## src/rtl/multdiv_sequencer.sv

```systemverilog
// Iterative multiply/divide unit with HI/LO registers for a multicycle MIPS datapath.
// A WIDTH-step shift-add or restoring-divide loop runs on unsigned magnitudes; FIXUP restores signs.
module multdiv_sequencer #(
    parameter int WIDTH = 32
) (
    input  logic             Clk,
    input  logic             reset,
    input  logic             start,
    input  logic [1:0]       op,
    input  logic [WIDTH-1:0] A,
    input  logic [WIDTH-1:0] B,
    input  logic             hi_we,
    input  logic             lo_we,
    input  logic [WIDTH-1:0] wdata,
    output logic             busy,
    output logic             done,
    output logic             div_zero,
    output logic [WIDTH-1:0] Hi,
    output logic [WIDTH-1:0] Lo,
    output logic [2:0]       state_out
);

    localparam int CNT_W = $clog2(WIDTH);

    typedef enum logic [2:0] {
        S_IDLE  = 3'd0,
        S_SETUP = 3'd1,
        S_RUN   = 3'd2,
        S_FIXUP = 3'd3,
        S_DONE  = 3'd4
    } state_t;

    state_t             state;
    logic [1:0]         op_reg;
    logic [WIDTH-1:0]   a_reg;
    logic [WIDTH-1:0]   b_reg;
    logic [2*WIDTH-1:0] acc;
    logic [WIDTH:0]     rem;
    logic [CNT_W-1:0]   cnt;
    logic               sign_a;
    logic               sign_x;
    logic               dz_flag;

    function automatic logic [WIDTH-1:0] neg_w(input logic [WIDTH-1:0] x);
        return ~x + 1'b1;
    endfunction

    function automatic logic [2*WIDTH-1:0] neg_2w(input logic [2*WIDTH-1:0] x);
        return ~x + 1'b1;
    endfunction

    logic               op_signed;
    logic               is_div;
    logic [WIDTH-1:0]   a_abs;
    logic [WIDTH-1:0]   b_abs;
    logic [WIDTH:0]     mul_sum;
    logic [WIDTH+1:0]   div_trial;
    logic [2*WIDTH-1:0] prod_fix;
    logic [WIDTH-1:0]   quot_fix;
    logic [WIDTH-1:0]   rem_fix;

    assign op_signed = ~op_reg[0];
    assign is_div    = op_reg[1];
    assign a_abs     = (op_signed && a_reg[WIDTH-1]) ? neg_w(a_reg) : a_reg;
    assign b_abs     = (op_signed && b_reg[WIDTH-1]) ? neg_w(b_reg) : b_reg;

    // Multiply: acc = {partial product, remaining multiplier bits}, shifted right each step.
    assign mul_sum = {1'b0, acc[2*WIDTH-1:WIDTH]}
                   + (acc[0] ? {1'b0, a_reg} : {(WIDTH+1){1'b0}});

    // Divide: dividend bits leave acc[WIDTH-1:0] from the top while quotient bits enter below.
    assign div_trial = {rem, acc[WIDTH-1]} - {2'b00, b_reg};

    assign prod_fix = sign_x ? neg_2w(acc) : acc;
    assign quot_fix = sign_x ? neg_w(acc[WIDTH-1:0]) : acc[WIDTH-1:0];
    assign rem_fix  = sign_a ? neg_w(rem[WIDTH-1:0]) : rem[WIDTH-1:0];

    always_ff @(posedge Clk) begin
        if (!reset) begin
            state   <= S_IDLE;
            Hi      <= '0;
            Lo      <= '0;
            cnt     <= '0;
            dz_flag <= 1'b0;
        end else begin
            case (state)
                S_IDLE, S_DONE: begin
                    if (hi_we) Hi <= wdata;
                    if (lo_we) Lo <= wdata;
                    dz_flag <= 1'b0;
                    if (start) begin
                        op_reg <= op;
                        a_reg  <= A;
                        b_reg  <= B;
                        state  <= S_SETUP;
                    end else begin
                        state  <= S_IDLE;
                    end
                end
                S_SETUP: begin
                    sign_a <= op_signed & a_reg[WIDTH-1];
                    sign_x <= op_signed & (a_reg[WIDTH-1] ^ b_reg[WIDTH-1]);
                    if (is_div && b_reg == '0) begin
                        dz_flag <= 1'b1;
                        state   <= S_DONE;
                    end else begin
                        a_reg <= a_abs;
                        b_reg <= b_abs;
                        acc   <= {{WIDTH{1'b0}}, (is_div ? a_abs : b_abs)};
                        rem   <= '0;
                        cnt   <= '0;
                        state <= S_RUN;
                    end
                end
                S_RUN: begin
                    if (is_div) begin
                        rem <= div_trial[WIDTH+1] ? {rem[WIDTH-1:0], acc[WIDTH-1]}
                                                  : div_trial[WIDTH:0];
                        acc[WIDTH-1:0] <= {acc[WIDTH-2:0], ~div_trial[WIDTH+1]};
                    end else begin
                        acc <= {mul_sum, acc[WIDTH-1:1]};
                    end
                    cnt <= cnt + 1'b1;
                    if (cnt == CNT_W'(WIDTH-1)) state <= S_FIXUP;
                end
                S_FIXUP: begin
                    if (is_div) begin
                        Lo <= quot_fix;
                        Hi <= rem_fix;
                    end else begin
                        {Hi, Lo} <= prod_fix;
                    end
                    state <= S_DONE;
                end
                default: state <= S_IDLE;
            endcase
        end
    end

    assign state_out = state;
    assign busy      = (state == S_SETUP) || (state == S_RUN) || (state == S_FIXUP);
    assign done      = (state == S_DONE);
    assign div_zero  = (state == S_DONE) && dz_flag;

endmodule
```

## config.mk

```make
export PLATFORM = sky130hd
export DESIGN_NAME = multdiv_sequencer
export DESIGN_NICKNAME = d
export VERILOG_FILES = /design/src/rtl/multdiv_sequencer.sv
export SDC_FILE = /design/constraint.sdc
export NUM_CORES = 1
export LEC_CHECK = 0
export CAP_MARGIN = 20
export CORE_MARGIN = 5
export CORE_UTILIZATION = 63
export CTS_BUF_LIST = sky130_fd_sc_hd__clkbuf_4 sky130_fd_sc_hd__clkbuf_8 sky130_fd_sc_hd__clkbuf_16
export DETAILED_ROUTE_END_ITERATION = 10
export PLACE_DENSITY_LB_ADDON = 0.2
export SYNTH_ARGS = -nofsm -noshare
export SYNTH_HDL_FRONTEND = slang
export SYNTH_SLANG_ARGS = --single-unit
```

## constraint.sdc

```tcl
create_clock -name Clk -period 10.9 [get_ports Clk]
set_input_delay 2.18 -clock Clk [delete_from_list [all_inputs] [get_ports Clk]]
set_output_delay 2.18 -clock Clk [all_outputs]
set_load 0.01 [all_outputs]
```

==> results.sh, run 1 <==
export IMPL_cts_tree="yes"
export IMPL_use_met1_pct=49.77
export IMPL_crit_type="reg -> out"
export IMPL_syn_avg_cell_area_um2=8.760
export IMPL_fin_util_pct=73.68
export IMPL_fmax_ghz=0.2216
export IMPL_grt_pass1_wl_um=87430
export IMPL_largest_register="acc"
export IMPL_max_slew_margin_rel_pct=30.97
export IMPL_hold_buffers=0
export IMPL_wl_per_cell_um=23.17
export IMPL_ant_nets=0
export IMPL_core_um2=27710
export IMPL_final_cell_mix="nand2_1, o21ai_0, clkdlybuf4s50_1"
export IMPL_overflow=0
export IMPL_synth_edff_count=165
export IMPL_layout_commonest_cell="nand2_1"
export IMPL_use_met3_pct=5.875
export IMPL_htreeDepth=1
export IMPL_power_total_w=0.002764
export IMPL_dieArea_um2=31350
export IMPL_post_cts_resized=0
export IMPL_syn_area_um2=17580
export IMPL_final_max_slew_viol_count=0
export IMPL_peakVddDrop_mv=0.1206
export IMPL_dp_hpwl_um=44450
export IMPL_reg2reg_setup_slack_ns=6.54
export IMPL_seq_area_frac_synth_pct=36.49
export IMPL_drt_iter0_markers=2251
export IMPL_grt_pass1_vias=15064
export IMPL_rsz0062_at_grt="false"
export IMPL_die_w_um=177.1
export IMPL_synth_seq_cells=238
export IMPL_maxCapViolCount=0
export IMPL_top_regs="acc (64), rem (33)"
export IMPL_largest_register_ffs=64
export IMPL_routed_wl_um=58160
export IMPL_cp_max_fo=12
export IMPL_antennaDiodeCount=0
export IMPL_die_h_um=177.1
export IMPL_r2r_cells=10
export IMPL_cts_sinks=238
export IMPL_cts_buffers=27
export IMPL_hold_class="reg -> reg"
export IMPL_fin_setup_tns_ns=0
export IMPL_cp_arrival_ns=2.33
export IMPL_place_congestion=0.9846
export IMPL_antenna_found_initial=0
export IMPL_outcome="complete, no violations"
export IMPL_grt_use_total_pct=35.83
export IMPL_tightestPinTransition_ns=1.035
export IMPL_min_period_ns=4.513
export IMPL_min_path_cells=1
export IMPL_async_flop_share_pct=0
export IMPL_drc_errors=0
export IMPL_synth_main_ff_cell="edfxtp_1"
export IMPL_clkTransAtPathRegs_ns=0.06
export IMPL_synth_fp_nets=2182
export IMPL_start_util_pct=63.46
export IMPL_via_per_inst=6.516
export IMPL_num_rows=61
export IMPL_setup_viol=0
export IMPL_netlist_instances=2007
export IMPL_p_leak_nw=8.143
export IMPL_clock_skew_ns=0.01378
export IMPL_yosysUniqueCellTypes=77
export IMPL_end_kind="primary output"
export IMPL_clk_latency_ns=0.54
export IMPL_dr_pass1_iters=6
export IMPL_post_cts_buffers=0
export IMPL_met2_usage_pct=54.93
export IMPL_finalNetCount=2287
export IMPL_busiest_layer="met2"
export IMPL_cp_required_ns=8.72
export IMPL_cts_root_buf="clkbuf_16"
export IMPL_post_route_period_util_pct=41.41
export IMPL_ys_warn_count=0
export IMPL_fillers=2050
export IMPL_power_density_nw_per_um2=135.4
export IMPL_drive_above_1_share_pct=6.567
export IMPL_vias=16355
export IMPL_syn_to_final_growth_pct=16.11
export IMPL_clock_path_buffers=3
export IMPL_io_buffers=172
export IMPL_crit_path_start_kind="flop"
export IMPL_grt_max_degree=104
export IMPL_hold_violations=0
export IMPL_ioPinCount=173
kinds of logic (layout without fill, tap and decap cells):
kind of cell / Yosys count / in the layout / share of synthesized area [%]
AND/OR/NAND/NOR: 672 / 672 / 18.34
AO/OA/AOI/OAI: 580 / 580 / 21.20
flip-flops: 238 / 238 / 36.49
XOR/XNOR: 196 / 196 / 9.764
buffers and inverters: 172 / 297 / 3.743
multiplexers: 77 / 77 / 5.252
adder cells (fa/ha/maj): 72 / 72 / 5.209
area by class of cell:
| type | count | area (um^2) | area share (%) |
|---|---|---|---|
| clock buffers | 37 | 782.0 | 3.831 |
| repair buffers | 187 | 1829 | 8.960 |
| multi-input cells | 1597 | 10540 | 51.63 |
| flip-flops and latches | 238 | 6416 | 31.43 |
| clock inverters | 12 | 145.1 | 0.7110 |
| well taps | 378 | 473.0 | 2.317 |
| inverters | 61 | 229.0 | 1.122 |
metrics by stage:
step                std cells  instance area, um^2  setup slack (ns)  hold WS (ns)
detailed placement       2461                19490             6.416        0.4985
global placement         2461                19490             6.440        0.4863
CTS                      2510                20410             6.405        0.5354
finish                   2510                20410             6.387        0.5394
floorplan                2007                17580             3.895        0.4525
global route             2510                20410             6.255        0.5580
report_power, final:
| group | internal, W | switching, W | leakage (nW) |
|---|---|---|---|
| logic | 0.000291 | 0.000399 | 5.54 |
| registers | 0.00105 | 0.0000766 | 2.15 |
| clock network | 0.000572 | 0.000378 | 0.456 |
| total | 0.00191 | 0.000854 | 8.14 |
synth_stat cells (60+ instances only):
cell type | n | area, um^2
o21ai_0 | 179 | 895.9
xor2_1 | 74 | 648.1
edfxtp_1 | 165 | 4955
inv_1 | 60 | 225.2
clkbuf_1 | 95 | 356.6
ha_1 | 70 | 875.8
xnor2_1 | 122 | 1069
dfxtp_1 | 73 | 1461
a21oi_1 | 132 | 660.6
nand2_1 | 296 | 1111
nor2_1 | 116 | 435.4
worst max-delay path: stages, from the launching register on:
cell	delay, ns
dfxtp_1	0.46
nor2_1	0.51
and3_1	0.28
clkdlybuf4s50_1	0.55
path summary, 6_finish.rpt:
check | from | endpoint
min | state_out[0]$_SDFFE_PN0P_ | state_out[0]$_SDFFE_PN0P_
min reg2reg | state_out[0]$_SDFFE_PN0P_ | state_out[0]$_SDFFE_PN0P_
max | state_out[1]$_SDFFE_PN0P_ | div_zero
max reg2reg | rem[7]$_SDFFCE_PN0P_ | rem[28]$_SDFFCE_PN0P_
per-layer routing:
| metal | routed length, um | share of wire [%] | vias up |
|---|---|---|---|
| met1 | 22930 | 39 | 7684 |
| met5 | 0 | 0 | - |
| met3 | 6603 | 11 | 149 |
| met4 | 3288 | 5.7 | 0 |
| li1 | - | - | 7536 |
| met2 | 25340 | 44 | 986 |
Power figures use the tool's default switching activity.
==> run 2: changes to the inputs <==
--- a/config.mk
+++ b/config.mk
@@ -7,7 +7,7 @@
 export LEC_CHECK = 0
 export CAP_MARGIN = 20
 export CORE_MARGIN = 5
-export CORE_UTILIZATION = 63
+export CORE_UTILIZATION = 59
 export CTS_BUF_LIST = sky130_fd_sc_hd__clkbuf_4 sky130_fd_sc_hd__clkbuf_8 sky130_fd_sc_hd__clkbuf_16
 export DETAILED_ROUTE_END_ITERATION = 10
 export PLACE_DENSITY_LB_ADDON = 0.2
==> constraint.sdc (replaced) <==
create_clock -name Clk -period 4.6 [get_ports Clk]
set_input_delay 0.92 -clock Clk [delete_from_list [all_inputs] [get_ports Clk]]
set_output_delay 0.92 -clock Clk [all_outputs]
set_load 0.01 [all_outputs]
==> run 2 against run 1 <==
  * Die area rose by 6.4%
  * Utilization down 4.0 points
  * Wire length is 3.4% higher
  * Design area up 0.92%
  * Clock power increased to 2.6 times the previous value
  * Clock skew grew 0.0017 ns
  * Global-route usage shrank 1.2 points
  * Cell count increased by 1.1%
  * Total power grew 140%
  * Critical endpoint is now rem[5]$_SDFFCE_PN0P_
  * Highest routed layer is now met5
==> results.sh, run 2 (synthesis gave the netlist of run 1 again) <==
export IMPL_rsz0062_at_grt="false"
export IMPL_maxCapViolCount=0
export IMPL_cp_arrival_ns=4.11
export IMPL_clk_latency_ns=0.57
export IMPL_grt_max_degree=104
export IMPL_post_cts_buffers=0
export IMPL_start_util_pct=59.48
export IMPL_routed_wl_um=60150
export IMPL_clock_path_buffers=3
export IMPL_hold_buffers=0
export IMPL_syn_to_final_growth_pct=17.18
export IMPL_p_clk_share_pct=35.9
export IMPL_largest_register_ffs=64
export IMPL_core_um2=29560
export IMPL_grt_pass1_wl_um=91050
export IMPL_num_rows=63
export IMPL_cp_num_buf_inv=2
export IMPL_final_max_slew_viol_count=0
export IMPL_top_regs="acc (64), rem (33)"
export IMPL_die_w_um=182.6
export IMPL_outcome="complete, no violations"
export IMPL_fin_util_pct=69.70
export IMPL_cts_root_buf="clkbuf_16"
export IMPL_clock_skew_ns=0.01547
export IMPL_multi_input_area_um2=10540
export IMPL_post_route_period_util_pct=83.18
export IMPL_drive_above_1_share_pct=7.223
export IMPL_swShare_pct=31.21
export IMPL_cts_sinks=238
export IMPL_ioPinCount=173
export IMPL_share_comb_of_total_power_pct=24.7
export IMPL_vias=16613
export IMPL_wl_per_cell_um=23.71
export IMPL_end_kind="flop"
export IMPL_fin_setup_tns_ns=0
export IMPL_drt_iter0_markers=2287
export IMPL_cp_required_ns=4.88
export IMPL_switching_power_w=0.002108
export IMPL_min_period_ns=3.826
export IMPL_seqCellArea_um2=6416
export IMPL_place_congestion=0.9716
export IMPL_p_int_w=0.004646
export IMPL_htreeDepth=1
export IMPL_worstPathCellList="inv_1 -> ha_1 -> and3_1 -> nor4b_1 -> o21ai_1 -> a311oi_1 -> o211ai_1 -> a31oi_1 -> or2_1 -> buf_4 -> o31a_1 -> nor2_1"
export IMPL_crit_path_start_kind="flop"
export IMPL_path_delay_family="compound AO/OA/AOI/OAI gates"
export IMPL_dp_hpwl_um=46260
export IMPL_fillers=2407
export IMPL_dr_pass1_iters=6
export IMPL_cts_tree="yes"
export IMPL_via_per_inst=6.548
export IMPL_fmax_ghz=0.2614
export IMPL_grt_use_total_pct=34.60
export IMPL_drc_errors=0
export IMPL_cp_max_fo=18
export IMPL_io_buffers=172
export IMPL_largest_register="acc"
export IMPL_cts_buffers=29
export IMPL_crit_type="reg -> reg"
export IMPL_power_density_nw_per_um2=327.8
export IMPL_finalNetCount=2298
export IMPL_layout_commonest_cell="nand2_1"
export IMPL_cp_slowest_cell="edfxtp_1"
export IMPL_p_seq_share_pct=39.4
export IMPL_overflow=0
export IMPL_setup_viol=0
export IMPL_ant_nets=0
export IMPL_antenna_found_initial=4
export IMPL_post_cts_resized=0
export IMPL_p_leak_nw=8.249
export IMPL_hold_class="reg -> reg"
export IMPL_dieArea_um2=33350
export IMPL_hold_violations=0
export IMPL_grt_pass1_vias=15534
export IMPL_max_stage_delay_ns=0.44
export IMPL_tightestPinTransition_ns=1.174
export IMPL_clkTransAtPathRegs_ns=0.06
export IMPL_max_slew_margin_rel_pct=21.75
export IMPL_peakVddDrop_mv=0.3122
export IMPL_die_h_um=182.6
export IMPL_final_cell_mix="nand2_1, o21ai_0, clkdlybuf4s50_1"
## run 2: layout make-up
cell class,count,area share [%]
sequential,238,31.14
inverter,61,1.111
multi-input combinational,1597,51.16
antenna,1,0.01215
clock buffer,48,4.798
tap,390,2.369
clock inverter,6,0.2004
timing repair buffer,196,9.207
## run 2: stage by stage
step	area (um^2)	hold WS [ns]	std cells	power, W	setup slack (ns)
after floorplan	17590	0.4525	2007	0.003702	0.5544
after global placement	19560	0.4842	2481	0.004290	0.7933
after detailed placement	19570	0.5081	2482	0.004320	0.8538
after CTS	20600	0.5178	2536	0.006707	0.8234
after global routing	20600	0.5677	2536	0.006981	0.5277
final	20600	0.5199	2537	0.006754	0.7737
## run 2: layer usage
layer	GRT usage (%)	vias up	wire (um)
met4	13.90	6	2794
met1	48.05	7855	23700
met2	53.77	1018	26590
met5	0	-	34
li1	-	7570	-
met3	6.199	164	7033
## run 2: worst reg2reg max path, delay by kind of cell (launching register included)
kind            cells  cell delay, ns
compound gates      5            1.33
simple gates        4            0.95
flops               1            0.44
buf+inv             2            0.43
fa+ha+maj           1            0.40
## run 2: worst paths after layout
kind | startpoint | to | slack (ns) | depth (start not counted)
setup / recovery | b_reg[8]$_DFFE_PP_ | rem[5]$_SDFFCE_PN0P_ | 0.77 | 12
hold / removal | dz_flag$_SDFFE_PN0P_ | dz_flag$_SDFFE_PN0P_ | 0.52 | 2
setup reg to reg | b_reg[8]$_DFFE_PP_ | rem[5]$_SDFFCE_PN0P_ | 0.77 | 12
hold reg to reg | dz_flag$_SDFFE_PN0P_ | dz_flag$_SDFFE_PN0P_ | 0.52 | 2
## run 2: power by group through the flow
stage	Clock, W	Sequential (W)	Combinational, W
2_1_floorplan	0	0.00265	0.00105
3_3_place_gp	0	0.00269	0.00160
3_5_place_dp	0	0.00269	0.00163
4_1_cts	0.00242	0.00265	0.00164
5_1_grt	0.00251	0.00267	0.00180
6_report	0.00243	0.00266	0.00167
